==> config.mk <==
export PLATFORM = sky130hd
export DESIGN_NAME = seq_mul_param
export DESIGN_NICKNAME = d
export VERILOG_FILES = /design/src/rtl/seq_mul_param.sv
export SDC_FILE = /design/constraint.sdc
export NUM_CORES = 1
export LEC_CHECK = 0
export ABC_CLOCK_PERIOD_IN_PS = 3000
export CORE_ASPECT_RATIO = 2
export CORE_MARGIN = 2
export CORE_UTILIZATION = 45
export CTS_CLUSTER_DIAMETER = 120
export DETAILED_ROUTE_END_ITERATION = 10
export PLACE_DENSITY = 0.68
export SLEW_MARGIN = 20
export SYNTH_ARGS = -nofsm -noshare
export SYNTH_HDL_FRONTEND = slang
export SYNTH_SLANG_ARGS = --single-unit
==> constraint.sdc <==
create_clock -name CLK_0 -period 3 [get_ports CLK_0]
set_input_delay 0.6 -clock CLK_0 [delete_from_list [all_inputs] [get_ports CLK_0]]
set_output_delay 0.6 -clock CLK_0 [all_outputs]
set_load 0.005 [all_outputs]
==> src/rtl/seq_mul_param.sv <==
// rtl/seq_mul_param.sv - iterative shift-and-add multiplier, unsigned or two's-complement, valid/ready on both sides
module seq_mul_param #(
  parameter int WIDTH = 8,
  parameter int CNT_W = $clog2(WIDTH + 1)
) (
  input  logic                 CLK_0,
  input  logic                 RST_0,
  input  logic                 in_valid,
  output logic                 in_ready,
  input  logic                 signed_mode,
  input  logic [WIDTH-1:0]     A_0,
  input  logic [WIDTH-1:0]     B_0,
  output logic                 out_valid,
  input  logic                 out_ready,
  output logic [2*WIDTH-1:0]   P_0,
  output logic [WIDTH-1:0]     out_A
);

  typedef enum logic [1:0] {
    IDLE = 2'd0,
    CALC = 2'd1,
    DONE = 2'd2
  } state_t;

  state_t state, state_nxt;

  logic [CNT_W-1:0]   cnt;
  logic [2*WIDTH-1:0] acc;
  logic [2*WIDTH-1:0] mcand;
  logic [WIDTH-1:0]   mplier;
  logic [WIDTH-1:0]   a_cap;
  logic               neg;

  logic               accept;
  logic               last;
  logic [WIDTH-1:0]   a_mag;
  logic [WIDTH-1:0]   b_mag;
  logic [2*WIDTH-1:0] acc_sum;
  logic [2*WIDTH-1:0] prod;

  always_ff @(posedge CLK_0) begin
    if (RST_0) begin
      state <= IDLE;
    end else begin
      state <= state_nxt;
    end
  end

  always_comb begin
    state_nxt = state;
    in_ready  = 1'b0;
    out_valid = 1'b0;
    accept    = 1'b0;
    case (state)
      IDLE: begin
        in_ready = 1'b1;
        if (in_valid) begin
          accept    = 1'b1;
          state_nxt = CALC;
        end
      end
      CALC: begin
        if (cnt == CNT_W'(1)) begin
          state_nxt = DONE;
        end
      end
      DONE: begin
        out_valid = 1'b1;
        if (out_ready) begin
          state_nxt = IDLE;
        end
      end
      default: state_nxt = IDLE;
    endcase
  end

  // -2^(WIDTH-1) negates to itself, which read as unsigned is exactly its magnitude.
  always_comb begin
    a_mag   = (signed_mode && A_0[WIDTH-1]) ? -A_0 : A_0;
    b_mag   = (signed_mode && B_0[WIDTH-1]) ? -B_0 : B_0;
    acc_sum = acc + (mplier[0] ? mcand : '0);
    prod    = neg ? -acc_sum : acc_sum;
    last    = (state == CALC) && (cnt == CNT_W'(1));
  end

  always_ff @(posedge CLK_0) begin
    if (RST_0) begin
      cnt    <= '0;
      acc    <= '0;
      mcand  <= '0;
      mplier <= '0;
      a_cap  <= '0;
      neg    <= 1'b0;
      P_0    <= '0;
      out_A  <= '0;
    end else begin
      if (accept) begin
        cnt    <= CNT_W'(WIDTH);
        acc    <= '0;
        mcand  <= {{WIDTH{1'b0}}, a_mag};
        mplier <= b_mag;
        a_cap  <= A_0;
        neg    <= signed_mode & (A_0[WIDTH-1] ^ B_0[WIDTH-1]);
      end else if (state == CALC) begin
        acc    <= acc_sum;
        mcand  <= mcand << 1;
        mplier <= mplier >> 1;
        cnt    <= cnt - CNT_W'(1);
      end
      // A zero magnitude stays zero under negation, so no special case is needed.
      if (last) begin
        P_0   <= prod;
        out_A <= a_cap;
      end
    end
  end

endmodule
==> metrics <==
normalized max-slew margin=between 60% and 70%; sequential share of power=42.4%; area grow syn2layout=24.6%; Reg clk slew, reported paths=60 ps; Global Route met2 Usage=47.2%; commonest non-fill, non-tap cell in the layout=nand2_1; RSZ-0062 raised after global routing=yes; internal power=1.92 mW; Post-CTS Setup Bufs=0; sequential share of the synthesized area=33.2%; combinational share of power=roughly 15%; final worst-path cycle share=approximately 97%; vias post-DR=4697; largest family of logic cells by synthesized area=simple AND/OR/NAND/NOR gates; Synth Area in Adders=roughly 5.7%; max_cap viols=0; Setup crit end kind=flip-flop; Syn Nets=673; met3 usage=under 10%; PortBufs=46; compound-cell area share of the yosys netlist=between 20% and 30%; CP Launch Type=flip-flop; Mapped Area=4760 um2; cts-stage hold buffer count=0; Rows=53; first-pass GRT wire length=approximately 22 mm; CTS Buf Count=9; CTS tree=built; DR WL/cell=16.3 um; die area=11500 um2; Crit path required time=3280 ps; CP max FO=6; Total GRT Usage=24.1%; largest area contributor in the netlist=dfxtp_1; critical path type=flip-flop to flip-flop; NumNets Final=728; Switching Share=27.9%; Post-Synthesis Cells=631; Avg Cell Area, Syn=7.55 um2; Avg Vias per Cell=5.67; Max Fclk=0.342 GHz; status=complete, no violations; mux cell area share after synthesis=0.867%; arrival time at the worst endpoint=3200 ps; sw power=0.740 mW; Post-DRT Antenna Nets=0; Clock Tree Buf Depth=2; share of cells above drive strength 1=between 10% and 20%; I/O pin cnt=between 40 and 50; Root Driver=clkbuf_16; remaining global-route overflow=0; Synth Area in XOR/XNOR=just under 6%; die width=76.7 um; FF-to-FF setup slack=80 ps; Finish-stage setup viols=0; Fin Clk Skew=8.77 ps; synth top area cells=dfxtp_1 33%, nand2_1 10%, a21oi_1 6.3%; post-layout min period=2920 ps; critical path endpoint=P_0[15]; pin count of the biggest net entering global routing=47; Slew Limit Fails=0; clock share of power=42.5%; share of Yosys cell area claimed by the top area cell type=33.2%; worst reg2reg path depth=12; gpl congestion=0.938; DRC viols=0; Hold Path Class=flip-flop to flip-flop; H-tree lvl count=3; Simple-Gate Fraction of Synth Area=27.2%; Detailed Route WL=13.5 mm; core area=10400 um2; Iteration-0 DRC Markers=between 200 and 250; Final Hold Vio Count=0; Synth cell types=56; Core Util, Final=57.0%; vias in the first global route=around 4700; Post-DP Area=5560 um2; clock sink total=79; post-DP HPWL=10.2 mm; synthesized flop and latch total=roughly 80; Worst R2R End=P_0[15]; PD cells=~450 nW/um2; Worst VDD drop=0.500 mV; Die Y=around 150 um; Final Cell Area=5930 um2; Clk Latency, worst-skew pair=340 ps; most frequent cells in the layout=127 x nand2_1, 77 x dfxtp_1, 57 x a21oi_1; P_leak=2.26 nW; slew at the pin closest to its max-slew limit=just under 600 ps; First-pass DRT Iterations=4; Post-synth EDFFs=0; M1 GR Usage=23.0%; initial antenna violation count=0; FFs w/ async S/R, synth=0%; main flop type after synthesis=dfxtp_1; ant diodes=0; Synth warnings=0; Worst Setup SP=mplier[0]; Critical R2R Launch=mplier[0]; Initial Utilization=45.7%; grt peak-use layer=met2
routing by layer:
layer | wire, um | vias to the layer above
li1 | - | 2337
met1 | 4810 | 2183
met2 | 7330 | 125
met3 | 433 | 52
met4 | 909 | 0
met5 | 0 | -
through the flow:
step                setup TNS [ps]  total power [mW]  cells  setup WS, ps  hold WS [ps]
floorplan                        0              1.38    631          3.30           432
global placement                 0              1.52    812          17.6           442
detailed placement           -8.32              1.53    812         -8.32           449
CTS                              0              2.65    828          16.1           458
global route                  -102              2.75    828         -74.3           477
finish                           0              2.66    828          79.2           454
registers in the layout (all words and copies together) (netlist names):
| signal | cells |
|---|---|
| state | 2 |
| neg | 1 |
| cnt | 4 |
| out_A | 8 |
| mplier | 8 |
| mcand | 16 |
| acc | 16 |
| P_0 | 16 |
| a_cap | 8 |
logic make-up (layout without fill, tap and decap cells):
logic type,after synthesis,after routing
and+or+nand+nor,282,282
AOI/OAI and AO/OA,156,156
DFF,79,79
buffers and inverters,57,117
xor gates and xnor gates,32,32
adders and majority gates,21,21
muxes,4,4
synth_stat cells (all sizes together), types with 4 or more instances:
library cell and n:
xor2 16, xnor2 16, inv 17, nand2b 6
a21o 6, o21a 5, nor2 57, nand3 19
and3 6, o211ai 4, and2 19, buf 5
a31oi 6, a311oi 11, ha 20, nand3b 4
nor3 20, a211oi 22, a21oi 60, o21ai 16
clkbuf 35, nor2b 4, dfxtp 79, or3 4
nor4 5, nand2 127
worst min path at each step:
| stage | start | slack, ps | cells after the start | to |
|---|---|---|---|---|
| 2_1_floorplan | a_cap[0] | 430 | 2 | out_A[0] |
| 3_3_place_gp | P_0[0] | 440 | 2 | P_0[0] |
| 3_5_place_dp | P_0[0] | 450 | 2 | P_0[0] |
| 4_1_cts | P_0[0] | 460 | 2 | P_0[0] |
| 5_1_grt | P_0[0] | 480 | 2 | P_0[0] |
| 6_report | P_0[0] | 450 | 2 | P_0[0] |
power groups by stage:
stage	registers [mW]	logic, mW	clock network, mW
floorplan	1.14	0.247	0
global placement	1.15	0.375	0
detailed placement	1.15	0.385	0
CTS	1.13	0.387	1.14
global route	1.13	0.443	1.18
finish	1.13	0.401	1.13
critical path, cell delays in order, from the launching register on:
cell     delay, ps
dfxtp_2        360
and2_1         130
ha_2           190
inv_1           60
fa_2           460
nor2b_4        150
o31a_4         170
o21ai_2         80
xnor2_2        140
or4_4          530
nor4_2         160
mux2_2         360
nand3_1         60
layout make-up:
type	count	area [um2]
Clock buffer	9	225
Clock inverter	7	77.6
Fill cell	996	4480
Inverter	17	63.8
Multi-Input combinational cell	495	3050
Sequential cell	79	1580
Tap cell	137	171
Timing Repair Buffer	84	766
what timing repair did:
item / in CTS / in global routing
resized for setup: 0 / 17
pin swaps: 1 / 3
setup endpoints to repair: 1 / 7
Note: power is estimated with default switching activity, not from simulation.
